`src/rtl/fetch_redirect_pkg.sv`:
```
// rtl/fetch_redirect_pkg.sv - shared fetch pipeline types and constants
//
// Contents:
//   fr_state_t : redirect FSM state (RUN, SQUASH, PENDING), 2 bits
//   pc_sel_t   : PC register update selection (hold / increment / load)
//   PC_WIDTH   : program counter width
//   PC_INCR    : sequential fetch increment
//   align_word : clears the byte-offset bits of an address

package fetch_redirect_pkg;

    localparam int PC_WIDTH = 32;
    localparam logic [PC_WIDTH-1:0] PC_INCR = 32'd4;

    typedef enum logic [1:0] {
        ST_RUN     = 2'd0,
        ST_SQUASH  = 2'd1,
        ST_PENDING = 2'd2
    } fr_state_t;

    typedef enum logic [1:0] {
        PC_HOLD = 2'd0,
        PC_INC  = 2'd1,
        PC_LOAD = 2'd2
    } pc_sel_t;

    // Fetch addresses are always word aligned; masking (rather than slicing)
    // keeps every input bit consumed.
    function automatic logic [PC_WIDTH-1:0] align_word(input logic [PC_WIDTH-1:0] addr);
        return addr & ~32'h0000_0003;
    endfunction

endpackage

```
`src/rtl/fetch_redirect_pc_register.sv`:
```
// rtl/fetch_redirect_pc_register.sv - program counter flop with hold/increment/load
//
// Ports:
//   clock     in   rising-edge clock
//   reset     in   asynchronous active-high reset, loads RESET_PC
//   sel       in   update selection (PC_HOLD, PC_INC, PC_LOAD)
//   loadValue in   value written when sel = PC_LOAD
//   pc        out  current program counter

module fetch_redirect_pc_register
    import fetch_redirect_pkg::*;
#(
    parameter logic [PC_WIDTH-1:0] RESET_PC = 32'h0000_0000
) (
    input  logic                clock,
    input  logic                reset,
    input  pc_sel_t             sel,
    input  logic [PC_WIDTH-1:0] loadValue,
    output logic [PC_WIDTH-1:0] pc
);

    always_ff @(posedge clock or posedge reset) begin
        if (reset) begin
            pc <= RESET_PC;
        end else begin
            case (sel)
                PC_INC:  pc <= pc + PC_INCR;
                PC_LOAD: pc <= loadValue;
                default: pc <= pc;
            endcase
        end
    end

endmodule

```
`src/rtl/fetch_redirect.sv`:
```
// rtl/fetch_redirect.sv - fetch-side PC steering on ID-stage branch/jump decisions
//
// Owns the PC, redirects it to the ID-resolved target on a taken branch or
// jump, squashes the wrong-path instruction in IF/ID, and defers a redirect
// resolved during a stall until the stall releases.
//
// Optional feature: FETCH_REDIRECT_STATS_EN adds a committed-redirect counter
// on takenCountOutput; without it the port is tied to 0.
//
// Ports:
//   clock               in   rising-edge clock
//   reset               in   asynchronous active-high reset
//   stallInput          in   hazard stall, PC and pending state hold
//   branchTakenInput    in   taken decision from ID branch control
//   branchTargetInput   in   branch target computed in ID
//   jumpInput           in   unconditional jump resolved in ID
//   jumpTargetInput     in   jump target
//   pcOutput            out  current fetch address
//   pcPlus4Output       out  pcOutput + 4 (wraps)
//   flushIfIdOutput     out  load a bubble into IF/ID at the next edge
//   redirectValidOutput out  a redirect commits at the next edge
//   takenCountOutput    out  committed redirect count (stats builds only)

module fetch_redirect
    import fetch_redirect_pkg::*;
#(
    parameter logic [PC_WIDTH-1:0] RESET_PC = 32'h0000_0000
) (
    input  logic                clock,
    input  logic                reset,
    input  logic                stallInput,
    input  logic                branchTakenInput,
    input  logic [PC_WIDTH-1:0] branchTargetInput,
    input  logic                jumpInput,
    input  logic [PC_WIDTH-1:0] jumpTargetInput,
    output logic [PC_WIDTH-1:0] pcOutput,
    output logic [PC_WIDTH-1:0] pcPlus4Output,
    output logic                flushIfIdOutput,
    output logic                redirectValidOutput,
    output logic [31:0]         takenCountOutput
);

    fr_state_t           state;
    fr_state_t           nextState;
    pc_sel_t             pcSel;
    logic [PC_WIDTH-1:0] pcLoad;
    logic [PC_WIDTH-1:0] pendingTarget;
    logic                latchPending;
    logic                req;
    logic [PC_WIDTH-1:0] target;

    // Jump wins over a simultaneous taken branch.
    assign req    = jumpInput | branchTakenInput;
    assign target = align_word(jumpInput ? jumpTargetInput : branchTargetInput);

    always_ff @(posedge clock or posedge reset) begin
        if (reset) begin
            state <= ST_RUN;
        end else begin
            state <= nextState;
        end
    end

    always_comb begin
        nextState           = state;
        pcSel               = PC_HOLD;
        pcLoad              = target;
        latchPending        = 1'b0;
        flushIfIdOutput     = 1'b0;
        redirectValidOutput = 1'b0;
        case (state)
            ST_RUN: begin
                if (!stallInput) begin
                    if (req) begin
                        pcSel               = PC_LOAD;
                        flushIfIdOutput     = 1'b1;
                        redirectValidOutput = 1'b1;
                        nextState           = ST_SQUASH;
                    end else begin
                        pcSel = PC_INC;
                    end
                end else if (req) begin
                    latchPending = 1'b1;
                    nextState    = ST_PENDING;
                end
            end
            // ID holds the bubble; any request seen now belongs to the
            // squashed wrong-path instruction and is ignored.
            ST_SQUASH: begin
                if (!stallInput) begin
                    pcSel     = PC_INC;
                    nextState = ST_RUN;
                end
            end
            // The stalled branch is still in ID, so its latched target wins
            // over whatever the request lines show now.
            ST_PENDING: begin
                if (!stallInput) begin
                    pcSel               = PC_LOAD;
                    pcLoad              = pendingTarget;
                    flushIfIdOutput     = 1'b1;
                    redirectValidOutput = 1'b1;
                    nextState           = ST_SQUASH;
                end
            end
            default: begin
                nextState = ST_RUN;
            end
        endcase
    end

    always_ff @(posedge clock or posedge reset) begin
        if (reset) begin
            pendingTarget <= '0;
        end else if (latchPending) begin
            pendingTarget <= target;
        end
    end

    fetch_redirect_pc_register #(
        .RESET_PC (RESET_PC)
    ) u_pc_register (
        .clock     (clock),
        .reset     (reset),
        .sel       (pcSel),
        .loadValue (pcLoad),
        .pc        (pcOutput)
    );

    assign pcPlus4Output = pcOutput + PC_INCR;

`ifdef FETCH_REDIRECT_STATS_EN
    logic [31:0] takenCount;

    always_ff @(posedge clock or posedge reset) begin
        if (reset) begin
            takenCount <= '0;
        end else if (redirectValidOutput) begin
            takenCount <= takenCount + 32'd1;
        end
    end

    assign takenCountOutput = takenCount;
`else
    assign takenCountOutput = '0;
`endif

endmodule

```
`config.mk`:
```
export PLATFORM = sky130hd
export DESIGN_NAME = fetch_redirect
export DESIGN_NICKNAME = d
export VERILOG_FILES = /design/src/rtl/fetch_redirect_pkg.sv /design/src/rtl/fetch_redirect_pc_register.sv /design/src/rtl/fetch_redirect.sv
export SDC_FILE = /design/constraint.sdc
export NUM_CORES = 1
export LEC_CHECK = 0
export ABC_CLOCK_PERIOD_IN_PS = 6010
export CORE_MARGIN = 2
export CORE_UTILIZATION = 49
export DETAILED_ROUTE_END_ITERATION = 8
export PLACE_DENSITY = 0.87
export SLEW_MARGIN = 0
export SYNTH_ARGS = -nofsm -noshare
export SYNTH_HDL_FRONTEND = slang
export SYNTH_SLANG_ARGS = --single-unit
```
`constraint.sdc`:
```
create_clock -name clock -period 6.01 [get_ports clock]
set_clock_uncertainty 0.15 [all_clocks]
set_input_delay 1.202 -clock clock [delete_from_list [all_inputs] [get_ports clock]]
set_output_delay 1.202 -clock clock [all_outputs]
set_load 0.03 [all_outputs]
```
# After elaboration in Yosys (flattened, before gate mapping)
# Index checks and enable logic that the tools add are counted.
# Widths: inputs -> output; s select.
dict set report word_totals {
  register_bits 64
  in_bits 69
  wordCells 36
  out_inout_bits 98
}
dict set report op_classes {
  n_mux 21
  reduce_logical 3
  n_eq_ne 7
  n_addsub 1
  bitwise 1
}
# cell n
set ops {}
lappend ops {{$mux 32} 3}
lappend ops {{$pmux 32 s2} 1}
lappend ops {{$add 32x3->32 const B} 1}
lappend ops {{$mux 2} 8}
lappend ops {{$pmux 2 s3} 2}
lappend ops {{$mux 1} 6}
lappend ops {{$ne 2x2->1 const B} 3}
lappend ops {{$eq 2x1->1 const B} 2}
lappend ops {{$eq 2x2->1 const B} 2}
lappend ops {{$reduce_and 3->1} 1}
lappend ops {{$logic_not 2->1} 1}
lappend ops {{$pmux 1 s2} 1}
lappend ops {{$reduce_bool 2->1} 1}
lappend ops {{$or 1x1->1} 1}

# Logic depth before layout (Yosys ltp)
# Gate-level depths: netlist of the first run.
dict set report logic_depth {
  depth_word 6
  ltp_mapped 12
  depth_no_buf 7
}

# Cells and area by module
# From an unflattened synthesis of the first run, not the netlist that was laid out.
dict set report unflattened {
  hier_cells 588
  area_unflattened_um2 4997.3
}
# module seq_area_each_um2 area_each_um2 instances cells_each
set modules_own_cells {}
lappend modules_own_cells {fetch_redirect 800.8 2773.9 1 334}
lappend modules_own_cells {fetch_redirect_pc_register 800.8 2223.4 1 254}

# Worst setup path before layout of the first run
# No wires, ideal clock.
dict set report synth_timing {
  path_kind {input -> output}
  startpoint {input port jumpInput}
  endpoint {output port redirectValidOutput}
  path_slack_ns 1.698
  cell_stages 6
  t_arrival_ns 2.960
  required_ns 4.658
  cell_sequence {buf_2 > buf_2 > buf_2 > nor3_1 > nor3_1 > buf_4}
}
dict set report synth_via {
  elab_chain_len 4
}
# element line_no
set synth_lines {}
lappend synth_lines {{from (decl)} fetch_redirect.sv:34} ;# input logic jumpInput,
lappend synth_lines {{$or 1x1->1} fetch_redirect.sv:53} ;# assign req = jumpInput | branchTakenInput;
lappend synth_lines {{$mux 1 (2 in series)} n/a}
lappend synth_lines {{$pmux 1 s2} n/a}
lappend synth_lines {{to (decl)} fetch_redirect.sv:39} ;# output logic redirectValidOutput,
# No other way between the ends.

# Final worst setup path of the first run
dict set report layout_timing {
  startpoint {register u_pc_register.pc[10]}
  endpoint {output port pcPlus4Output[17]}
}
dict set report layout_via {
  elab_chain_len 1
}
# element line_no
set layout_lines {}
lappend layout_lines {{from (decl)} fetch_redirect_pc_register.sv:19} ;# output logic [PC_WIDTH-1:0] pc
lappend layout_lines {{from (signal assigned)} fetch_redirect_pc_register.sv:27} ;# PC_INC: pc <= pc + PC_INCR;
lappend layout_lines {{from (signal assigned)} fetch_redirect_pc_register.sv:28} ;# PC_LOAD: pc <= loadValue;
lappend layout_lines {{from (signal assigned)} fetch_redirect_pc_register.sv:29} ;# default: pc <= pc;
lappend layout_lines {{$add 32x3->32} fetch_redirect.sv:130} ;# assign pcPlus4Output = pcOutput + PC_INCR;
lappend layout_lines {{to (decl)} fetch_redirect.sv:37} ;# output logic [PC_WIDTH-1:0] pcPlus4Output,
# No other way between the ends.

==> summary.md, run 1 <==
| Metric | Value |
|---|---|
| Buffers on Ports | `about 130` |
| Status | `finished, final reports clean` |
| Top Ports | `167` |
| Pin slew with the least headroom to its limit | `1.02 ns` |
| Cell Pwr Density | `402 mW/mm2` |
| Synth Instances | `about 530` |
| Overflow after GRT | `0` |
| DP HPWL | `between 9 and 10 mm` |
| Cts hold-fix bufs | `0` |
| Min cycle time layout | `4.71 ns` |
| H-tree depth | `3` |
| Largest net degree at the start of global routing | `63` |
| Top cells by area, synth | `dfrtp_1, mux2i_1, buf_4, nor2_1, xnor2_1` |
| Netlist Area Pre-Place | `0.00460 mm2` |
| Via count | `4388` |
| Root Buffer | `clkbuf_8` |
| Count of final setup violators | `0` |
| Area grow syn2layout | `29.1%` |
| Ys Warns | `0` |
| Post-CTS Setup Repair Bufs | `0` |
| CTS tree | `yes` |
| CP max FO | `17` |
| Core box area | `0.00915 mm2` |
| Clk buf depth | `2` |
| Hold EP | `pendingTarget[5]` |
| Die Area | `0.0102 mm2` |
| Fraction of registers with async set or reset after synthesis | `100%` |
| Seq pwr share | `a little under a third` |
| CP Launch Type | `flip-flop` |
| Initial antenna violation count | `0` |
| Leak | `2.44 nW` |
| Placed cell count | `733` |
| Arrival time worst endpoint | `3.35 ns` |
| Layout cell share with drive strength beyond 1 | `8.62%` |
| Cell internal pwr | `1.30 mW` |
| Total track usage | `25.8%` |
| Die height | `between 100 and 150 um` |
| Power Total | `2.39 mW` |
| Clk_lat worst skew | `0.35 ns` |
| Logic pwr share | `a little over half` |
| CTS Sinks | `62` |
| CTS buffer count | `9` |
| EDFF count, synth | `0` |
| Final nets | `704` |
| Worst Hold Depth | `1` |
| Post-CTS Resized | `0` |
| Slew headroom | `31.8%` |
| Starting DRT DRC Count | `540` |
| Reg-to-reg slack, setup | `2.93 ns` |
| Maximum clock rate | `0.213 GHz` |
| Critical Path RT | `4.66 ns` |
| Area leader, netlist | `dfrtp_1` |
| Hold Path Class | `reg2reg` |
| R2r endpoint | `u_pc_register.pc[24]` |
| Final hold vios | `0` |
| Drc violations | `0` |
| Syn_area_per_cell | `8.66 um2` |
| ANT cells | `0` |
| Std cell rows | `35` |
| DR vias/cell | `about 5.9` |
| Share of total power in the clock network | `17.1%` |
| Worst VDD drop | `0.000158 V` |
| Setup CP Type | `reg2out` |
| Max_cap viols | `0` |
| Ys flop type | `dfrtp_1` |
| Final Non-Filler Cells | `749` |
| Sw Share | `45.4%` |
| R2R depth | `7` |
| Setup total negative slack | `0 ns` |
| Overall routed net length | `12.7 mm` |
| Placer Congestion | `approximately 0.9` |
| Total net switching power | `about 1.1 mW` |
| Routed Antenna Nets | `0` |
| Synth top area share | `about 34%` |
| Critical Path Sink Type | `primary output` |
| RSZ-0062 raised after global routing | `false` |
| Netlist cell types | `60` |
| 1st-pass router iterations | `6` |
| Vias in the first global route | `4154` |
| Tcrit/Tclk final | `78.3%` |
| Routed WL per cell | `17.0 um` |
| Horiz. Die Dim | `between 100 and 150 um` |
| Initial core utilization | `around half` |
| Worst R2R Start | `state[1]` |
| Hold path start | `pendingTarget[5]` |
| First-pass GRT wire length | `20.6 mm` |
| Max Slew Vio Count | `0` |
| Flops & latches, synth | `62` |
| Clock-pin transition on the worst setup and hold timing paths | `0.06 ns` |
| Register area share after synthesis | `33.8%` |
[critical path: stages (launching register included)]
cell             delay (ns)
dfrtp_1                0.54
nand3_1                0.23
nor4_4                 0.92
nand3_1                0.26
xnor2_1                0.31
clkdlybuf4s50_1        0.74
[stage by stage]
stage	worst slack, ns	instance area (um2)	hold WS (ns)	utilization, %
finish	1.30	5940	0.361	64.9
global route	1.09	5940	0.389	64.9
CTS	1.33	5940	0.360	64.9
detailed placement	1.71	5720	0.345	62.5
global placement	1.75	5720	0.337	62.5
floorplan	1.70	4730	0.327	-
[area by class of cell]
type | instances | area [um2]
well taps | 111 | 139
flip-flops and latches | 62 | 1550
multi-input cells | 411 | 2660
inverters | 16 | 60.1
repair buffers | 133 | 1310
clock inverters | 4 | 70.1
fillers | 732 | 3220
clock buffers | 12 | 145
[cell families after synthesis]
| group | share of synthesized area [%] |
|---|---|
| and+or+nand+nor | 24.3 |
| AOI/OAI and AO/OA | 15.0 |
| buffers and inverters | 11.2 |
| DFF | 33.8 |
| muxes | 10.2 |
| xor gates and xnor gates | 4.95 |
| adders and majority gates | 0.544 |
| other | 0.0816 |
[cells in the mapped netlist, types with 5 or more instances]
library cell and number:
clkbuf_1 23, inv_1 16, dfrtp_1 62, xnor2_1 20
a21oi_1 27, nor3_1 15, nand2b_1 5, a32oi_1 12
nor2_1 53, o211ai_1 10, nand3_1 20, mux2_2 14
xor2_1 6, buf_4 37, buf_2 14, nand4_1 14
and3_1 8, nor2b_1 6, or2_0 15, o21ai_0 11
mux2i_1 31, nand2_1 39, a31oi_1 5
[sequential cells by signal (all words and copies together) (netlist names)]
signal and flops:
state 2, u_pc_register.pc 30, pendingTarget 30
[worst max path at each step]
stage	to	startpoint	slack, ns	cells after the start
3_5_place_dp	pcPlus4Output[24]	u_pc_register.pc[2]	1.71	6
2_1_floorplan	redirectValidOutput	jumpInput	1.70	6
6_report	pcPlus4Output[17]	u_pc_register.pc[10]	1.30	5
5_1_grt	pcPlus4Output[24]	u_pc_register.pc[3]	1.09	6
4_1_cts	pcPlus4Output[24]	u_pc_register.pc[2]	1.33	6
3_3_place_gp	pcPlus4Output[24]	u_pc_register.pc[2]	1.75	6
[metal layers]
metal  part of all wire, %  track usage, %  vias up
met2                    49            42.0      272
met3                   8.3            3.81       39
met1                    39            33.8     2054
li1                      -               -     2023
met4                   3.3            12.2        0
met5                     0               0        -
[placed cells by master, fill, tap and decap left out, drive strengths merged, types with 5 or more instances in the layout]
cell and n:
dfrtp 62, nand2b 5, a31oi 5, a21oi 27, a32oi 12, buf 8
mux2i 31, nor2 53, nor3 18, mux2 14, clkdlybuf4s50 125, and3 8
o211ai 10, nand4 17, nand3 21, nand2 39, o21ai 11, or2 19
xor2 6, nor2b 6, conb 36, inv 16, xnor2 20, clkbuf 12
[power groups by stage]
stage / clock (mW) / combinational, mW / sequential [mW]
6_report: 0.408 / 1.24 / 0.737
3_5_place_dp: 0 / 1.23 / 0.738
2_1_floorplan: 0 / 0.729 / 0.792
5_1_grt: 0.436 / 1.32 / 0.761
4_1_cts: 0.409 / 1.24 / 0.732
3_3_place_gp: 0 / 1.20 / 0.724
Power figures use the tool's default switching activity.
==> run 2, diff against run 1 <==
- ABC_CLOCK_PERIOD_IN_PS: 6010 -> 3800
- CORE_UTILIZATION: 49 -> 41
- PLACE_DENSITY: 0.87 -> 0.77
- clock period: 6.01 -> 3.8 ns (I/O delays scaled with it)
==> summary.md, run 2 (synthesized netlist as in run 1, its figures left out) <==
| Metric | Value |
|---|---|
| Slowest-stage cell, CP | `clkdlybuf4s50_1` |
| Arrival time worst endpoint | `2.83 ns` |
| Horiz. Die Dim | `110 um` |
| Initial antenna violation count | `0` |
| CTS Sinks | `62` |
| Clk buf depth | `2` |
| Setup total negative slack | `0 ns` |
| ANT cells | `0` |
| Buffers on Ports | `126` |
| Post-route design area | `0.00604 mm2` |
| Worst slack, placed | `0.451 ns` |
| Final hold vios | `0` |
| First-pass GRT wire length | `roughly 20 mm` |
| Overall routed net length | `12.7 mm` |
| CP Launch Type | `flip-flop` |
| Root Buffer | `clkbuf_8` |
| Overflow after GRT | `0` |
| Status | `finished, final reports clean` |
| Worst VDD drop | `0.000310 V` |
| DR vias/cell | `about 5.5` |
| Worst setup startpoint | `u_pc_register.pc[2]` |
| Most frequent cells in the layout | `clkdlybuf4s50_1, dfrtp_1, nor2_1` |
| Final nets | `718` |
| Min cycle time layout | `3.74 ns` |
| CTS tree | `yes` |
| Post-CTS Setup Repair Bufs | `0` |
| Die Area | `roughly 0.012 mm2` |
| Max Slew Vio Count | `0` |
| Cell Pwr Density | `599 mW/mm2` |
| Die height | `110 um` |
| CTS buffer count | `9` |
| Hold Path Class | `reg2reg` |
| Reg-to-reg slack, setup | `~1.3 ns` |
| Worst R2R Start | `state[1]` |
| CP max FO | `7` |
| Std cell rows | `38` |
| Setup CP Type | `reg2out` |
| Final setup margin | `between 0.06 and 0.07 ns` |
| Largest regs | `pendingTarget: 30 flops, u_pc_register.pc: 30 flops, state: 2 flops` |
| Routed WL per cell | `between 15 and 20 um` |
| Vias in the first global route | `4090` |
| Slew headroom | `42.9%` |
| Via count | `4329` |
| Critical Path RT | `2.89 ns` |
| Initial core utilization | `between 40% and 50%` |
| Critical path buffers and inverters | `1` |
| Fin util | `55.5%` |
| Starting DRT DRC Count | `287` |
| Layout cell share with drive strength beyond 1 | `10.3%` |
| Top Ports | `167` |
| 1st-pass router iterations | `5` |
| H-tree depth | `3` |
| Routed Antenna Nets | `0` |
| Maximum clock rate | `0.268 GHz` |
| Pin slew with the least headroom to its limit | `0.853 ns` |
| Hold path start | `pendingTarget[19]` |
| Area grow syn2layout | `31.4%` |
| Number of fill cells | `972` |
| Clock-pin transition on the worst setup and hold timing paths | `0.06 ns` |
| Placer Congestion | `0.885` |
| Max_cap viols | `0` |
| Placement Cell Area | `about 0.0059 mm2` |
| DP HPWL | `9.55 mm` |
| Clk_lat worst skew | `0.34 ns` |
| Drc violations | `0` |
| Total track usage | `21.6%` |
| Leak | `2.54 nW` |
| Tcrit/Tclk final | `98.3%` |
| Largest net degree at the start of global routing | `39` |
| Core box area | `0.0109 mm2` |
| Critical Path Sink Type | `primary output` |
| Commonest non-fill, non-tap cell in the layout | `clkdlybuf4s50_1` |
| Slowest cell delay on critical path | `0.70 ns` |
| Count of final setup violators | `0` |
| CP Cell Sequence | `ha_1, and3_1, nand3_1, nor3_1, xor2_1, clkdlybuf4s50_1` |
| RSZ-0062 raised after global routing | `true` |
| CP top delay family | `simple AND/OR/NAND/NOR gates` |
[run 2: cell count changes in the layout (fill, tap and decap cells not counted), sizes merged]
cell / before / now
buf: 8 / 22
clkdlybuf4s50: 125 / 115
dlymetal6s2s: 0 / 10
bufinv: 2 / 0
clkbuf: 12 / 10
clkinv: 2 / 3
[run 2: report_power, final]
group / total, mW / switching [mW] / internal (mW)
logic: 1.99 / 1.16 / 0.834
registers: 1.15 / 0.283 / 0.869
clock network: 0.476 / 0.253 / 0.222
total: 3.62 / 1.69 / 1.93
[run 2: timing repair]
action,in CTS,in global routing
hold buffers,0,0
gates resized for setup,0,10
setup endpoints to repair,0,13
[run 2: layout make-up]
cell class,count,area [um2],share of cell area (%)
Timing Repair Buffer,147,1450,24.0
Multi-Input combinational cell,411,2660,44.0
Clock buffer,10,128,2.11
Inverter,16,60.1,0.994
Sequential cell,62,1550,25.7
Tap cell,140,175,2.90
Clock inverter,3,15.0,0.248
[run 2: final timing paths]
check                                       endpoint  cells after the start
worst max-delay path               pcPlus4Output[22]                      6
worst min-delay path               pendingTarget[19]                      1
worst max register to register  u_pc_register.pc[23]                      8
worst min register to register     pendingTarget[19]                      1
max in group asynchronous          pendingTarget[14]                      3
min in group asynchronous       u_pc_register.pc[29]                      2
[run 2: stage by stage]
stage,cells,hold WS (ns),total power [mW]
after CTS,789,0.359,3.63
after global routing,789,0.384,3.84
final,789,0.357,3.62
after global placement,776,0.337,3.10
after detailed placement,776,0.345,3.15
after floorplan,566,0.327,2.41
[run 2: per-layer routing]
metal / part of all wire, % / wire (um) / track usage [%]
met4: 0.69 / 87 / 5.33
met2: 49 / 6250 / 36.2
met1: 41 / 5240 / 28.3
met3: 8.8 / 1110 / 4.51
met5: 0 / 0 / 0
